`config.mk`:
```
export PLATFORM = sky130hd
export DESIGN_NAME = uart_txq_feeder_flat
export DESIGN_NICKNAME = d
export VERILOG_FILES = /design/src/rtl/uart_txq_pkg.sv /design/src/rtl/uart_txq_feeder_if.sv /design/src/rtl/uart_txq_fifo.sv /design/src/rtl/uart_txq_feeder.sv /design/src/flat_wrapper.sv
export SDC_FILE = /design/constraint.sdc
export NUM_CORES = 1
export LEC_CHECK = 0
export BUFFER_PORTS_ARGS = -buffer_cell sky130_fd_sc_hd__clkbuf_2
export CELL_PAD_IN_SITES_DETAIL_PLACEMENT = 1
export CELL_PAD_IN_SITES_GLOBAL_PLACEMENT = 2
export CORE_MARGIN = 2
export CORE_UTILIZATION = 48
export CTS_CLUSTER_DIAMETER = 100
export DETAILED_ROUTE_END_ITERATION = 10
export HOLD_SLACK_MARGIN = 0.1
export PLACE_DENSITY_LB_ADDON = 0.1
export SLEW_MARGIN = 20
export SYNTH_ARGS = -nofsm -noshare
export SYNTH_HDL_FRONTEND = slang
export SYNTH_HIERARCHICAL = 1
export SYNTH_SLANG_ARGS = --single-unit
export TNS_END_PERCENT = 20
```
`constraint.sdc`:
```
create_clock -name clk -period 3.3 [get_ports clk]
set_input_delay 0.66 -clock clk [delete_from_list [all_inputs] [get_ports clk]]
set_output_delay 0.66 -clock clk [all_outputs]
set_load 0.05 [all_outputs]
```
`src/rtl/uart_txq_pkg.sv`:
```
// Shared types and default timing constants for the UART transmit queue feeder.
// All values assume a 384 kHz system clock (40 clocks per bit at 9600 baud).
package uart_txq_pkg;

  typedef enum logic [2:0] {
    IDLE,
    ISSUE,
    ACK,
    WAIT_DONE,
    GAP
  } txq_state_e;

  localparam int SEND_HOLD    = 44;
  localparam int GUARD        = 40;
  localparam int BUSY_TIMEOUT = 80;
  localparam int CLKS_PER_BIT = 40;

  function automatic int max3(input int a, input int b, input int c);
    int m;
    m = (a > b) ? a : b;
    return (m > c) ? m : c;
  endfunction

endpackage

```
`src/rtl/uart_txq_feeder_if.sv`:
```
// Link between the transmit queue feeder (master) and the downstream UART (slave).
interface uart_txq_feeder_if;
  logic       send;
  logic [7:0] data_in;
  logic       busy;
  logic       done;
  logic [7:0] data_out;

  modport master (
    output send,
    output data_in,
    input  busy,
    input  done,
    input  data_out
  );

  modport slave (
    input  send,
    input  data_in,
    output busy,
    output done,
    output data_out
  );
endinterface

```
`src/rtl/uart_txq_fifo.sv`:
```
// Circular byte buffer with registered full/empty/count and a sticky overflow flag.
module uart_txq_fifo import uart_txq_pkg::*; #(
  parameter int DEPTH = 16,
  parameter int AW    = $clog2(DEPTH)
) (
  input  logic        clk,
  input  logic        reset,
  input  logic        wr_en,
  input  logic [7:0]  wr_data,
  input  logic        pop,
  output logic [7:0]  rd_data,
  output logic        full,
  output logic        empty,
  output logic [AW:0] count,
  output logic        ovf
);

  localparam logic [AW:0] DEPTH_CNT = (AW+1)'(DEPTH);

  logic [7:0]    mem [DEPTH];
  logic [AW-1:0] wr_ptr;
  logic [AW-1:0] rd_ptr;
  logic          push;
  logic          do_pop;
  logic [AW:0]   count_nxt;

  // Acceptance uses the pre-edge flags, so a write while full is rejected even if a pop frees a slot.
  always_comb begin
    push      = wr_en && !full;
    do_pop    = pop && !empty;
    count_nxt = count;
    if (push && !do_pop) begin
      count_nxt = count + 1'b1;
    end else if (!push && do_pop) begin
      count_nxt = count - 1'b1;
    end
  end

  always_ff @(posedge clk) begin
    if (reset) begin
      wr_ptr <= '0;
      rd_ptr <= '0;
      count  <= '0;
      full   <= 1'b0;
      empty  <= 1'b1;
      ovf    <= 1'b0;
    end else begin
      if (push) begin
        wr_ptr <= wr_ptr + 1'b1;
      end
      if (do_pop) begin
        rd_ptr <= rd_ptr + 1'b1;
      end
      count <= count_nxt;
      full  <= (count_nxt == DEPTH_CNT);
      empty <= (count_nxt == '0);
      if (wr_en && full) begin
        ovf <= 1'b1;
      end
    end
  end

  always_ff @(posedge clk) begin
    if (push) begin
      mem[wr_ptr] <= wr_data;
    end
  end

  assign rd_data = mem[rd_ptr];

endmodule

```
`src/rtl/uart_txq_feeder.sv`:
```
// Byte queue feeding a UART send/data_in handshake with hold, busy timeout and guard gap.
// Optional loopback comparator enabled by defining UART_TXQ_LOOPBACK_CHECK_EN.
module uart_txq_feeder import uart_txq_pkg::*; #(
  parameter int DEPTH        = 16,
  parameter int SEND_HOLD    = uart_txq_pkg::SEND_HOLD,
  parameter int GUARD        = uart_txq_pkg::GUARD,
  parameter int BUSY_TIMEOUT = uart_txq_pkg::BUSY_TIMEOUT
) (
  input  logic                   clk,
  input  logic                   reset,
  input  logic                   wr_en,
  input  logic [7:0]             wr_data,
  output logic                   full,
  output logic                   empty,
  output logic [$clog2(DEPTH):0] count,
  output logic                   ovf,
  output logic                   tx_drop,
  output logic                   lb_err,
  uart_txq_feeder_if.master      uart
);

  localparam int CNT_MAX = max3(SEND_HOLD, GUARD, BUSY_TIMEOUT);
  localparam int CW      = $clog2(CNT_MAX + 1);

  localparam logic [CW-1:0] HOLD_LOAD    = CW'(SEND_HOLD - 1);
  localparam logic [CW-1:0] TIMEOUT_LOAD = CW'(BUSY_TIMEOUT - 1);
  localparam logic [CW-1:0] GUARD_LOAD   = CW'(GUARD - 1);

  txq_state_e    state;
  txq_state_e    state_nxt;
  logic [CW-1:0] cnt;
  logic [CW-1:0] cnt_nxt;
  logic          busy_seen;
  logic          busy_seen_nxt;
  logic          drop_nxt;
  logic          pop;
  logic          send_q;
  logic [7:0]    data_q;
  logic [7:0]    fifo_head;

  uart_txq_fifo #(
    .DEPTH (DEPTH)
  ) u_fifo (
    .clk     (clk),
    .reset   (reset),
    .wr_en   (wr_en),
    .wr_data (wr_data),
    .pop     (pop),
    .rd_data (fifo_head),
    .full    (full),
    .empty   (empty),
    .count   (count),
    .ovf     (ovf)
  );

  // One down-counter times the send hold, the busy timeout and the guard gap in turn.
  always_comb begin
    state_nxt     = state;
    cnt_nxt       = cnt;
    busy_seen_nxt = busy_seen;
    drop_nxt      = 1'b0;
    pop           = 1'b0;
    unique case (state)
      IDLE: begin
        if (!empty && !uart.busy) begin
          pop           = 1'b1;
          busy_seen_nxt = 1'b0;
          cnt_nxt       = HOLD_LOAD;
          state_nxt     = ISSUE;
        end
      end
      ISSUE: begin
        if (uart.busy) begin
          busy_seen_nxt = 1'b1;
        end
        if (cnt == '0) begin
          cnt_nxt   = TIMEOUT_LOAD;
          state_nxt = ACK;
        end else begin
          cnt_nxt = cnt - 1'b1;
        end
      end
      ACK: begin
        if (busy_seen || uart.busy) begin
          state_nxt = WAIT_DONE;
        end else if (cnt == '0) begin
          drop_nxt  = 1'b1;
          cnt_nxt   = GUARD_LOAD;
          state_nxt = GAP;
        end else begin
          cnt_nxt = cnt - 1'b1;
        end
      end
      WAIT_DONE: begin
        if (!uart.busy) begin
          cnt_nxt   = GUARD_LOAD;
          state_nxt = GAP;
        end
      end
      GAP: begin
        if (cnt == '0) begin
          state_nxt = IDLE;
        end else begin
          cnt_nxt = cnt - 1'b1;
        end
      end
      default: state_nxt = IDLE;
    endcase
  end

  // send is registered off the next state so it is high exactly while in ISSUE.
  always_ff @(posedge clk) begin
    if (reset) begin
      state     <= IDLE;
      cnt       <= '0;
      busy_seen <= 1'b0;
      send_q    <= 1'b0;
      data_q    <= 8'h00;
      tx_drop   <= 1'b0;
    end else begin
      state     <= state_nxt;
      cnt       <= cnt_nxt;
      busy_seen <= busy_seen_nxt;
      send_q    <= (state_nxt == ISSUE);
      tx_drop   <= drop_nxt;
      if (pop) begin
        data_q <= fifo_head;
      end
    end
  end

  assign uart.send    = send_q;
  assign uart.data_in = data_q;

`ifdef UART_TXQ_LOOPBACK_CHECK_EN
  logic lb_err_q;

  // A done that arrives outside the post-issue window belongs to no byte we sent.
  always_ff @(posedge clk) begin
    if (reset) begin
      lb_err_q <= 1'b0;
    end else if (uart.done && (state == WAIT_DONE || state == GAP) &&
                 (uart.data_out != data_q)) begin
      lb_err_q <= 1'b1;
    end
  end

  assign lb_err = lb_err_q;
`else
  logic unused_lb;
  assign unused_lb = ^{uart.done, uart.data_out};
  assign lb_err    = 1'b0;
`endif

endmodule
```
`src/flat_wrapper.sv`:
```
// flat-port wrapper written by rule: the top's interface ports become plain ports
module uart_txq_feeder_flat import uart_txq_pkg::*;
#(
  parameter int DEPTH        = 16,
  parameter int SEND_HOLD    = uart_txq_pkg::SEND_HOLD,
  parameter int GUARD        = uart_txq_pkg::GUARD,
  parameter int BUSY_TIMEOUT = uart_txq_pkg::BUSY_TIMEOUT
)
  (clk, reset, wr_en, wr_data, full, empty, count, ovf, tx_drop, lb_err, uart_send, uart_data_in, uart_busy, uart_done, uart_data_out);
  uart_txq_feeder_if uart_i ();
  input  logic clk;
  input  logic reset;
  input  logic wr_en;
  input  logic [7:0] wr_data;
  output logic full;
  output logic empty;
  output logic [$clog2(DEPTH):0] count;
  output logic ovf;
  output logic tx_drop;
  output logic lb_err;
  output wire logic [$bits(uart_i.send)-1:0] uart_send;
  output wire logic [$bits(uart_i.data_in)-1:0] uart_data_in;
  input wire logic [$bits(uart_i.busy)-1:0] uart_busy;
  input wire logic [$bits(uart_i.done)-1:0] uart_done;
  input wire logic [$bits(uart_i.data_out)-1:0] uart_data_out;
  assign uart_send = uart_i.send;
  assign uart_data_in = uart_i.data_in;
  assign uart_i.busy = uart_busy;
  assign uart_i.done = uart_done;
  assign uart_i.data_out = uart_data_out;
  uart_txq_feeder #(.DEPTH(DEPTH), .SEND_HOLD(SEND_HOLD), .GUARD(GUARD), .BUSY_TIMEOUT(BUSY_TIMEOUT)) u_core (.clk(clk), .reset(reset), .wr_en(wr_en), .wr_data(wr_data), .full(full), .empty(empty), .count(count), .ovf(ovf), .tx_drop(tx_drop), .lb_err(lb_err), .uart(uart_i));
endmodule
```
* Yosys cells after proc, flatten, opt, wreduce, memory -nomap -nowiden *
Memory sizes are Yosys's and may differ from the RTL's. A register that Yosys moved wholly into a read port is not among the register bits.
Index checks and enable logic that the tools add are counted.

storage, ports and cells
  memories = 1
  bits in writable memories = 128
  register bits = 29

memory list
  name               words  width  read ports  clocked after memory_dff  write ports  RTL line             RTL
  u_core.u_fifo.mem  16     8      1           1                         1            uart_txq_fifo.sv:20  logic [7:0] mem [DEPTH];

operators by class
  $add $sub $neg = 5
  eq/ne operators = 11
  bitwise operators = 1
  reduce and logical (&&, ||, !) cells = 20
  mux-type cells = 24

operators with widths
  operator                                                                number
  7-bit 2-to-1 mux                                                        6
  7-bit one-hot mux with 5 select lines                                   1
  3-bit 2-to-1 mux                                                        6
  3-bit one-hot mux with 5 select lines                                   1
  5-bit 2-to-1 mux                                                        2
  4-bit by 1-bit adder with 4-bit output (second input constant)          2
  2-bit != test (second input constant)                                   4
  7-bit zero test                                                         1
  1-bit 2-to-1 mux                                                        7
  7-bit by 1-bit subtractor with 7-bit output (second input constant)     1
  3-bit by 1-bit equality test with 1-bit output (second input constant)  2
  3-bit by 2-bit equality test with 1-bit output (second input constant)  2
  1-bit logical AND                                                       6
  5-bit by 1-bit adder with 5-bit output (second input constant)          1
  5-bit equality test (second input constant)                             1
  1-bit zero test                                                         5
  5-bit zero test                                                         1
  5-bit AND reduction                                                     1
  5-bit nonzero test                                                      1
  5-bit by 1-bit subtractor with 5-bit output (second input constant)     1
  3-bit equality test (second input constant)                             1
  3-bit zero test                                                         1
  3-bit AND reduction                                                     1
  3-bit OR reduction                                                      1
  5 further kinds                                                         5

* Longest topological paths before layout *
  word-level depth = 9
  mapped depth = 10
  depth with buffers taken out = 8

* Hierarchy *
The synthesis kept the hierarchy.

modules (own cells, without submodules)
  module           times used  cells an instance  area an instance (µm²)
  uart_txq_fifo    1           297                5923.2
  uart_txq_feeder  1           141                1082.3

* Least setup slack after synthesis *
OpenSTA, ideal clock, no wires.

  path type = reg2reg
  start point = register u_core.u_fifo.empty
  end point = register u_core.u_fifo.full
  arrival time = 2245 ps
  period minus slack after synthesis = 2337 ps
  required time = 3208 ps
  cell stages (with the launch flop) = 10
  slack = 963 ps
  library setup time = 92 ps
  cells stage by stage = dfxtp_1 -> nor2_1 -> nand2_1 -> clkinv_1 -> nor2b_1 -> clkbuf_1 -> nor3_1 -> a31oi_1 -> xor2_1 -> nor4_1

on the way
  cells in the longest elaborated chain, start to end = 9
  elaborated cells between the ends (all ways) = 11

RTL lines
  what                                                          RTL line                                  RTL
  start: declaration                                            uart_txq_fifo.sv:13                       output logic empty,
  start signal: assignment                                      uart_txq_fifo.sv:56                       empty <= (count_nxt == '0);
  1-bit zero test (*)                                           uart_txq_feeder.sv:65                     if (!empty && !uart.busy) begin
  1-bit logical AND (*)                                         uart_txq_feeder.sv:65
  1-bit 2-to-1 mux (*)                                          uart_txq_feeder.sv:65
  1-bit 2-to-1 mux (*)                                          uart_txq_feeder.sv:63                     unique case (state)
  net u_core.pop                                                uart_txq_feeder.sv:36                     logic pop;
  1-bit logical AND (*)                                         uart_txq_fifo.sv:30                       do_pop = pop && !empty;
  1-bit logical AND / 1-bit zero test (equally long branches)   uart_txq_fifo.sv:34, uart_txq_fifo.sv:32
  5-bit 2-to-1 mux / 1-bit logical AND (equally long branches)  uart_txq_fifo.sv:34, uart_txq_fifo.sv:32
  5-bit 2-to-1 mux (*)                                          uart_txq_fifo.sv:32                       if (push && !do_pop) begin
  5-bit equality test (*)                                       uart_txq_fifo.sv:55                       full <= (count_nxt == DEPTH_CNT);
  end signal: assignment                                        uart_txq_fifo.sv:55
  end: declaration                                              uart_txq_fifo.sv:12                       output logic full,

The timed path passes the listed nets; every way through them passes the cells marked *.
A chain may end at the register's enable or synchronous reset.

==> impl_results.md <==
- Avg Cell Area, Syn: between 15 and 20 µm²
- Slew Viols, Final: 0
- Sum Neg Setup Slack: 0 ns
- Largest net degree at the start of global routing: 38
- Post-Synthesis Cell Area: 0.00701 mm²
- Root buf cell: clkbuf_16
- Slew HR: 0.456
- Max-cap viol count: 0
- Clock transition at path regs: approximately 0.07 ns
- Number of synthesized flops with an enable pin: around 130
- NumNets Final: ~500
- Synthesized-area fraction occupied by and/or/nand/nor cells: 0.0868
- Synth cell types: 55
- Max Clk Rate: 407 MHz
- Clk sinks: between 150 and 200
- Startpoint types: register
- Initial core utilization: 0.488
- Min-Delay Path Class: reg2reg
- Synth Area in XOR/XNOR: 0.0150
- Crit path DAT: approximately 2.7 ns
- Die W: approximately 120 µm
- Slowest cell on the critical path: dfxtp_2
- Area grow syn2layout: 12.4%
- Initial antenna violation count: 0
- CP max stage delay: around 0.69 ns
- Final hold viol count: 0
- Yosys reg bits: ~170
- CP Capture Type: register
- Gate Count Post-Synth: about 440
- Grt ovf: 0
- DRC viols: 0
- CTS tree: done
- Final setup viols: 0
- Power Density: ~690 mW/mm²
- Async SR Flop Fraction: 0
- Top_reg_cell synth: edfxtp_1
- Clk_skew: 0.00791 ns
- # fillers: between 1,000 and 1,500
- CP Buf/Inv Count: 1
- Vias post-DR: 3,821
- Total Routing Usage GR: 0.191
- Min Clock Period, post-route: between 2 and 2.5 ns
- Sequential area share after synthesis: 0.666
- Status: finished clean
- Maximum VDD drop: 472 µV
- Die area: between 0.015 and 0.02 mm²
- Most frequent cells in the layout: 128 x edfxtp_1, 40 x dfxtp_1, 32 x nand2_1, 29 x clkbuf_2, 29 x nor2_1
- Leakage: ~2.6 nW
- Actual slew at the worst max-slew pin: 0.817 ns
- CP max FO: 17
- Multiplexer area fraction after synthesis: 0.141
- Cell Rows: 44
- Port bufs: 29
- DP HPWL: around 9200 µm
- CP Data Required Time: between 3 and 4 ns
- WL/cell: 20.9 µm
- Placement Cell Area: between 0.007 and 0.008 mm²
- First-pass GRT wire length: between 20,000 and 25,000 µm
- Cts hold-fix bufs: 0
- Vias/cell: between 5 and 6
- Cells along the critical path: buf_12 > mux4_1 > mux4_2 > nand2_1 > a21oi_1
- Synth Warn #: 6
- Placer Congestion: around 0.8
- Final worst path period share: 0.745
- DR iter-0 viols: 177
- Die H: between 100 and 150 µm
- Synth Area in Compound Gates: 0.0484
- Vias in the first global route: just under 4,000
- First drt pass iteration count: 4
- Total Wirelength: roughly 14,000 µm
- RSZ-0062 raised after global routing: false
- Post-CTS setup buffer count: 0
- CTS resizes: 0
- Finished Cell Area: approximately 0.008 mm²
- Crit Path Category: reg2reg
- H-tree depth: 4
- Commonest non-fill, non-tap cell in the layout: edfxtp_1
- Largest family of logic cells by synthesized area: multiplexers
- Crit-path leading delay family: multiplexers
- Adder-cell share of the synthesized area: 0.0161
- Layout cells sized above 1: 0.186
- Antenna Cells: 0
- DRT antenna net count: 0
- Core Box Area: about 0.014 mm²
- Syn nets: about 470
- Worst-Skew Late Latency: 0.43 ns
- I/O Pins: 40
- Bufs on Longest Clock Path: 2
- Num CTS Buffers: 17
-- worst reg2reg max path, cell delays in order (launching register included) --
cell	delay [ns]
dfxtp_2	0.69
buf_12	0.26
mux4_1	0.65
mux4_2	0.53
nand2_1	0.10
a21oi_1	0.08
-- metrics by stage --
step | util | power (mW) | setup WS, ns | cells | hold slack (ns)
6_report | 0.548 | 5.46 | 0.841 | 668 | 0.456
5_1_grt | 0.548 | 5.71 | 0.635 | 668 | 0.473
4_1_cts | 0.548 | 5.51 | 0.814 | 668 | 0.459
3_5_place_dp | 0.508 | 3.59 | 0.621 | 636 | 0.449
3_3_place_gp | 0.508 | 3.57 | 0.612 | 636 | 0.443
2_1_floorplan | - | 3.35 | 0.963 | 438 | 0.451
-- final timing paths --
check / startpoint / to / slack [ns] / cells after the start
worst max-delay path: register / u_core/uart.data_in[1]$_SDFFE_PP0P_ / 0.84 / 5
worst min-delay path: u_core/uart.data_in[6]$_SDFFE_PP0P_ / u_core/uart.data_in[6]$_SDFFE_PP0P_ / 0.46 / 2
worst max register to register: register / u_core/uart.data_in[1]$_SDFFE_PP0P_ / 0.84 / 5
worst min register to register: u_core/uart.data_in[6]$_SDFFE_PP0P_ / u_core/uart.data_in[6]$_SDFFE_PP0P_ / 0.46 / 2
-- where the power goes --
part / internal, mW / total [mW] / switching (mW)
logic: 0.392 / 1.04 / 0.652
clock network: 1.00 / 1.91 / 0.905
registers: 2.39 / 2.51 / 0.113
-- kinds of logic after synthesis --
logic type,Yosys count
xor+xnor,12
buf+inv,32
fa+ha+maj,9
simple gates,123
other cells,1
compound gates,52
flops,169
mux,40
-- metal layers --
layer	vias up	wire (µm)	GRT usage	share of wire
met5	-	0	0	0
li1	1766	-	-	-
met1	1963	6790	0.271	0.49
met3	15	415	0.0408	0.030
met2	77	6540	0.289	0.47
met4	0	210	0.0804	0.015
-- sequential cells by signal (all words and copies together), names as in the netlist, named ones only --
register              cells
u_core/uart.send          1
u_core/state              3
u_core/u_fifo/wr_ptr      4
u_core/u_fifo/mem       128
u_core/u_fifo/full        1
u_core/u_fifo/rd_ptr      4
u_core/u_fifo/ovf         1
u_core/cnt                7
u_core/busy_seen          1
u_core/u_fifo/count       5
u_core/u_fifo/empty       1
u_core/uart.data_in       8
u_core/tx_drop            1
-- cell type report --
cell class	instances	area, µm²	share of cell area
Timing Repair Buffer	35	203	0.0257
Multi-Input combinational cell	237	2160	0.274
Sequential cell	169	4670	0.592
Tap cell	184	230	0.0292
Inverter	11	41.3	0.00524
Clock buffer	17	425	0.0540
Clock inverter	15	151	0.0192
-- cell usage after synthesis, types with 2 or more instances --
cell type,n,area [µm²]
nand4_1,2,12.5
a211oi_1,5,37.5
buf_8,2,30.0
buf_2,2,10.0
clkbuf_1,8,30.0
edfxtp_1,128,3840
mux4_1,24,631
a21oi_1,19,95.1
or3_1,2,12.5
nor3_1,11,55.1
nor4_1,2,12.5
and2_1,17,106
a31oi_1,5,31.3
ha_1,9,113
nor2_1,29,109
dfxtp_1,41,821
nand3_1,7,35.0
xnor2_1,7,61.3
buf_1,4,15.0
nand2b_1,5,31.3
o21ai_0,7,35.0
and3_1,3,18.8
buf_6,2,22.5
or2_2,2,12.5
o31ai_1,2,15.0
inv_1,10,37.5
nand2_1,32,120
nor2b_1,5,31.3
mux4_2,16,360
xor2_1,5,43.8
Power figures use the tool's default switching activity.
